## src/rtl/pipe_stage_skid.sv

```systemverilog
// Pipeline stage register with valid/ready handshake, stall back-pressure,
// synchronous flush and an optional 2-entry skid buffer. With SKID=1 the
// in_ready output comes straight from a flop, breaking the combinational
// ready path between neighbouring stages.
module pipe_stage_skid #(
    parameter int unsigned       DATA_W    = 64,
    parameter logic [DATA_W-1:0] FLUSH_VAL = '0,
    parameter bit                SKID      = 1'b1
) (
    input  logic              clk,
    input  logic              rst,
    input  logic              flush,
    input  logic              in_valid,
    output logic              in_ready,
    input  logic [DATA_W-1:0] in_data,
    output logic              out_valid,
    input  logic              out_ready,
    output logic [DATA_W-1:0] out_data,
    output logic [1:0]        occupancy
);

    localparam logic [1:0] ST_EMPTY = 2'd0;
    localparam logic [1:0] ST_ONE   = 2'd1;
    localparam logic [1:0] ST_FULL  = 2'd2;

    logic [1:0]        r_state;
    logic [DATA_W-1:0] r_main;
    logic [DATA_W-1:0] r_skid;
    logic              r_in_ready;

    logic [1:0]        w_state_d;
    logic [DATA_W-1:0] w_main_d;
    logic [DATA_W-1:0] w_skid_d;
    logic              w_in_ready_d;
    logic              w_out_valid;
    logic              w_in_ready;
    logic              w_in_fire;
    logic              w_out_fire;

    // Handshake qualifiers and outputs decoded from the state register.
    always_comb begin
        w_out_valid = (r_state != ST_EMPTY);
        w_in_ready  = SKID ? r_in_ready : (!w_out_valid || out_ready);
        w_in_fire   = in_valid && w_in_ready;
        w_out_fire  = w_out_valid && out_ready;
        unique case (r_state)
            ST_ONE:  occupancy = 2'd1;
            ST_FULL: occupancy = 2'd2;
            default: occupancy = 2'd0;
        endcase
    end

    assign in_ready  = w_in_ready;
    assign out_valid = w_out_valid;
    assign out_data  = r_main;

    // Next-state: MAIN always holds the oldest entry, SKID the newer one.
    always_comb begin
        w_state_d = r_state;
        w_main_d  = r_main;
        w_skid_d  = r_skid;
        case (r_state)
            ST_EMPTY: begin
                if (w_in_fire) begin
                    w_state_d = ST_ONE;
                    w_main_d  = in_data;
                end
            end
            ST_ONE: begin
                if (w_in_fire && w_out_fire) begin
                    w_main_d = in_data;
                end else if (w_in_fire && SKID) begin
                    // Downstream stalled: park the newer beat behind MAIN.
                    w_state_d = ST_FULL;
                    w_skid_d  = in_data;
                end else if (w_out_fire) begin
                    // MAIN keeps the last consumed payload while empty.
                    w_state_d = ST_EMPTY;
                end
            end
            ST_FULL: begin
                if (w_out_fire) begin
                    w_state_d = ST_ONE;
                    w_main_d  = r_skid;
                end
            end
            default: begin
                w_state_d = ST_EMPTY;
                w_main_d  = FLUSH_VAL;
            end
        endcase
        // Flush wins over any simultaneous accept; that beat is discarded.
        if (flush) begin
            w_state_d = ST_EMPTY;
            w_main_d  = FLUSH_VAL;
        end
        w_in_ready_d = (w_state_d != ST_FULL);
    end

    // State and payload registers, cleared asynchronously.
    always_ff @(posedge clk or posedge rst) begin
        if (rst) begin
            r_state    <= ST_EMPTY;
            r_main     <= FLUSH_VAL;
            r_skid     <= FLUSH_VAL;
            r_in_ready <= 1'b1;
        end else begin
            r_state    <= w_state_d;
            r_main     <= w_main_d;
            r_skid     <= w_skid_d;
            r_in_ready <= w_in_ready_d;
        end
    end

endmodule

```

## config.mk

```make
export PLATFORM = sky130hd
export DESIGN_NAME = pipe_stage_skid
export DESIGN_NICKNAME = d
export VERILOG_FILES = /design/src/rtl/pipe_stage_skid.sv
export SDC_FILE = /design/constraint.sdc
export NUM_CORES = 1
export LEC_CHECK = 0
export CAP_MARGIN = 0
export CORE_AREA = 2 2 154 171
export DETAILED_ROUTE_END_ITERATION = 10
export DIE_AREA = 0 0 156 173
export GPL_ROUTABILITY_DRIVEN = 0
export PLACE_DENSITY = 0.41
export SLEW_MARGIN = 20
export SYNTH_ARGS = -nofsm -noshare
export SYNTH_HDL_FRONTEND = slang
export SYNTH_SLANG_ARGS = --single-unit
```

## constraint.sdc

```tcl
create_clock -name clk -period 4.5 [get_ports clk]
set_input_delay 0.675 -clock clk [delete_from_list [all_inputs] [get_ports clk]]
set_output_delay 0.675 -clock clk [all_outputs]
set_load 0.05 [all_outputs]
```

== Word-level counts from Yosys, hierarchy flattened ==
Cells that the tools add are included.
Storage, ports and cells
  output and inout bits: 68
  input port bits: 69
  bits in registers: 131
  word-level logic and storage cells: 31
Operators by class
  reduce and logical (&&, ||, !) cells: 7
  equal/unequal tests: 6
  bitwise logic cells: 1
  multiplexer cells: 13
Operators with widths (number)
  two-way mux 64 bit: 4
  one-hot mux 64 bit (3 select lines): 1
  two-way mux 2 bit: 6
  inequality test 3 bit, second input constant: 3
  one-hot mux 2 bit (3 select lines): 1
  AND reduction 3 bit: 2
  one-hot mux 2 bit (2 select lines): 1
  logical AND 1 bit: 3
  equality test 2 x 1 -> 1 bit, second input constant: 1
  equality test 2 bit, second input constant: 1
  logical NOT 2 bit: 1
  inequality test 2 bit, second input constant: 1
  nonzero test 2 bit: 1
  inverter 1 bit: 1

== Logic depth before layout (Yosys ltp) ==
  depth after elaboration: 8
  mapped depth: 7
  mapped depth without buffers: 5

== Worst setup path before layout ==
Ideal clock, no wire load.
  path type: reg2reg
  start: register r_state[1]
  end: register r_skid[0]
  setup time: 0.128 ns
  period minus slack after synthesis: 1.985 ns
  arrival: 1.857 ns
  cell stages (with the launch flop): 6
  required time: 4.372 ns
  path slack: 2.515 ns
  buffers on the path: 1
  cell sequence: dfrtp_1 > nor2b_2 > nand3_1 > nor2_4 > buf_4 > mux2_1
On the way
  longest elaborated chain between the ends: 5
  elaborated cells between the ends (all ways): 6
  classes of those cells: eq/ne: 1; bitwise: 1; reduce/logical: 4
Ends and longest elaborated chain
  from (decl): line 26  | logic [1:0] r_state;
  from (signal assigned): line 108  | r_state <= w_state_d;
  nonzero test 2 bit: line 42  | w_out_valid = (r_state != ST_EMPTY);
  logical AND 1 bit: line 45  | w_out_fire = w_out_valid && out_ready;
  logical AND 1 bit: line 70  | if (w_in_fire && w_out_fire) begin
  inverter 1 bit (no source line)
  AND reduction 3 bit (no source line) *
  to (signal assigned): line 110  | r_skid <= w_skid_d;
  to (decl): line 28  | logic [DATA_W-1:0] r_skid;
Every way passes the cells marked *; elsewhere a longest branch is shown, timed or not.
A chain may end at the register's enable or synchronous reset.

== Worst setup path after layout ==
  start: register r_state[1]
  end: output port occupancy[1]
On the way
  longest elaborated chain between the ends: 2
  elaborated cells between the ends (all ways): 3
  classes of those cells: eq/ne: 2; mux: 1
Ends and longest elaborated chain
  equality test 2 bit / equality test 2 x 1 -> 1 bit (equally long branches): line 46  | unique case (r_state)
  one-hot mux 2 bit (2 select lines) *: line 46
  to (decl): line 19  | output logic [1:0] occupancy
Marks and branches as above.

==> impl_metrics.tcl <==
set metrics [dict create \
    first_pass_iters 4 \
    path_cells "nand2b_1 > inv_2 > clkdlybuf4s50_1" \
    cts_max_path_buffers 2 \
    setup_viol 0 \
    end_kind "output pin" \
    grt_pass1_vias 4758 \
    num-fill-cells 2525 \
    peakVddDrop_mv 0.2569 \
    synth_top_area_share_pct 54.23 \
    maxSlewHeadroom_pct 42.05 \
    hpwl_um 10530 \
    via_per_inst 4.653 \
    dp.cells 927 \
    synth_fp_nets 586 \
    clk_pin_slew_worst_paths_ns 0.06 \
    via_count 4462 \
    synth-seq-area-share_pct 54.67 \
    cpPeakStageDelay_ns 0.86 \
    portBuffers 136 \
    crit_type "reg2out" \
    num_rows 61 \
    finalNonFillerCells 959 \
    final_nets 700 \
    period_needed_ns 3.039 \
    antenna_cells 0 \
    status "complete, no violations" \
    initial_core_util_pct 23.89 \
    synth_area_leaders "dfrtp_1 (54%), mux2_1 (11%), o21a_1 (8.0%)" \
    synthCells 517 \
    p_leak_nw 3.334 \
    drv_slew 0 \
    setup_tns_ns 0 \
    crit_family "buffers and inverters" \
    holdBufCountCts 0 \
    netlist_area_sq_um 5998 \
    routedWlPerCell_um 17.69 \
    htree_levels 4 \
    chipHeight_um 173 \
    antenna_left 0 \
    worst_clock_skew_ns 0.008499 \
    arrival_ns 2.36 \
    core_sq_um 25110 \
    hold_slack_ns 0.4772 \
    drc 0 \
    die-area_sq_um 26990 \
    post-route-util_pct 32.74 \
    antenna_found_initial 0 \
    power_density_nw_per_um2 461.3 \
    max_freq_ghz 0.3290 \
    cts_sinks 131 \
    grt_max_degree 119 \
    clock-root-buffer "clkbuf_16" \
    syn_to_final_growth_pct 37.07 \
    worstPathRequired_ns 3.83 \
    hold_violations 0 \
    postCtsSetupRepairBufs 0 \
    max_cap_violations 0 \
    dieWidth_um 156 \
    worst_pin_slew_ns 0.8672 \
    cp_max_fo 70 \
    finalCritPeriodShare_pct 67.54 \
    grt_pass1_wl_um 27030 \
    routed_wirelength_um 16970 \
    grt-ovfl-total 0 \
    yosysUniqueCellTypes 28 \
    path_buf_inv 2 \
    drive_gt1_share_pct 8.385 \
    cts_tree "yes" \
    start_kind "register" \
    rsz0062_at_grt "no" \
    syn-mean-instance-area_sq_um 11.60 \
    drt-initial-drc-count 229 \
    num_io_pins 137 \
    hold_class "reg2reg" \
    yosys_register_bits 131 \
    insertion_delay_ns 0.41 \
    yosys_warnings 0 \
    yosysTopAreaCell "dfrtp_1" \
    track_usage_pct 12.99 \
    cts_buffers 17 \
    cts-resized-gates 0 \
    power_mw 3.792 \
    critPathSlowestCell "dfrtp_4" \
]
[per-stage QoR]
stage	setup slack, ns	cell area [sq um]
after floorplan	0.3290	5998
after global placement	1.426	7566
after detailed placement	1.399	7566
after CTS	1.097	8217
after global routing	1.337	8222
final	1.461	8222
[final timing paths]
path                            startpoint  slack (ns)  cells after the start            to
worst min register to register  r_skid[27]        0.48                      1    r_skid[27]
worst min-delay path            r_skid[27]        0.48                      1    r_skid[27]
worst max register to register  r_state[1]        1.68                      6  out_data[47]
max in group asynchronous              rst        2.82                      3      in_ready
worst max-delay path            r_state[1]        1.46                      3  occupancy[1]
min in group asynchronous              rst        0.86                      2  out_data[48]
[layout make-up]
class / instances / area (sq um) / area share, %
Sequential cell: 131 / 3283 / 39.93
Inverter: 4 / 22.52 / 0.2739
Clock buffer: 19 / 442.9 / 5.387
Multi-Input combinational cell: 334 / 2450 / 29.80
Tap cell: 315 / 394.1 / 4.794
Timing Repair Buffer: 143 / 1421 / 17.29
Clock inverter: 13 / 207.7 / 2.526
[kinds of logic (layout without fill, tap and decap cells)]
logic type	after synthesis	count (layout)	synth area share (%)
AOI/OAI and AO/OA	196	196	20.69
muxes	66	66	12.37
DFF	131	131	54.67
and+or+nand+nor	72	72	7.530
buffers and inverters	52	179	4.735
[cell usage in the layout (no fill, tap or decap), types with 2 or more instances in the layout]
| cell type | count |
|---|---|
| mux2_1 | 60 |
| nand2b_1 | 65 |
| o21ai_1 | 10 |
| buf_4 | 6 |
| dfrtp_1 | 129 |
| a31oi_1 | 64 |
| clkbuf_16 | 17 |
| o21a_1 | 64 |
| o21ai_0 | 54 |
| bufinv_16 | 5 |
| clkinv_4 | 4 |
| inv_2 | 2 |
| mux2_2 | 5 |
| clkinv_2 | 3 |
| clkdlybuf4s50_1 | 135 |
[cell usage after synthesis]
cell type	count
a21boi_2	1
a211o_1	1
or2_2	1
o21ai_1	10
nand3_1	1
inv_1	2
nor2b_1	1
dfstp_2	1
o21ai_0	54
o21bai_2	1
dfrtp_1	130
inv_2	2
nor2_4	1
clkbuf_1	19
nor2_1	1
nor2b_2	1
buf_1	2
buf_4	7
mux2_2	5
buf_2	14
o21a_1	64
mux2_1	60
nand2b_1	65
mux2i_1	1
nand2_1	1
o22a_1	1
buf_6	6
a31oi_1	64
[where the power goes]
group          leakage [nW]  internal [mW]  switching (mW)
clock                 0.317          0.998           0.526
combinational          1.38          0.315           0.429
sequential             1.64           1.41           0.116
total                  3.33           2.72            1.07
[registers in the layout, indices dropped and copies added (netlist names)]
register and cells:
r_state 2, out_data 64, in_ready 1, r_skid 64
[routing by layer]
metal / vias up / global-route usage [%] / wire, um
met1: 2239 / 16.55 / 7512
met3: 13 / 3.409 / 885
met5: - / 0 / 0
met4: 0 / 4.052 / 207
met2: 117 / 21.52 / 8362
li1: 2093 / - / -
Power figures use the tool's default switching activity.
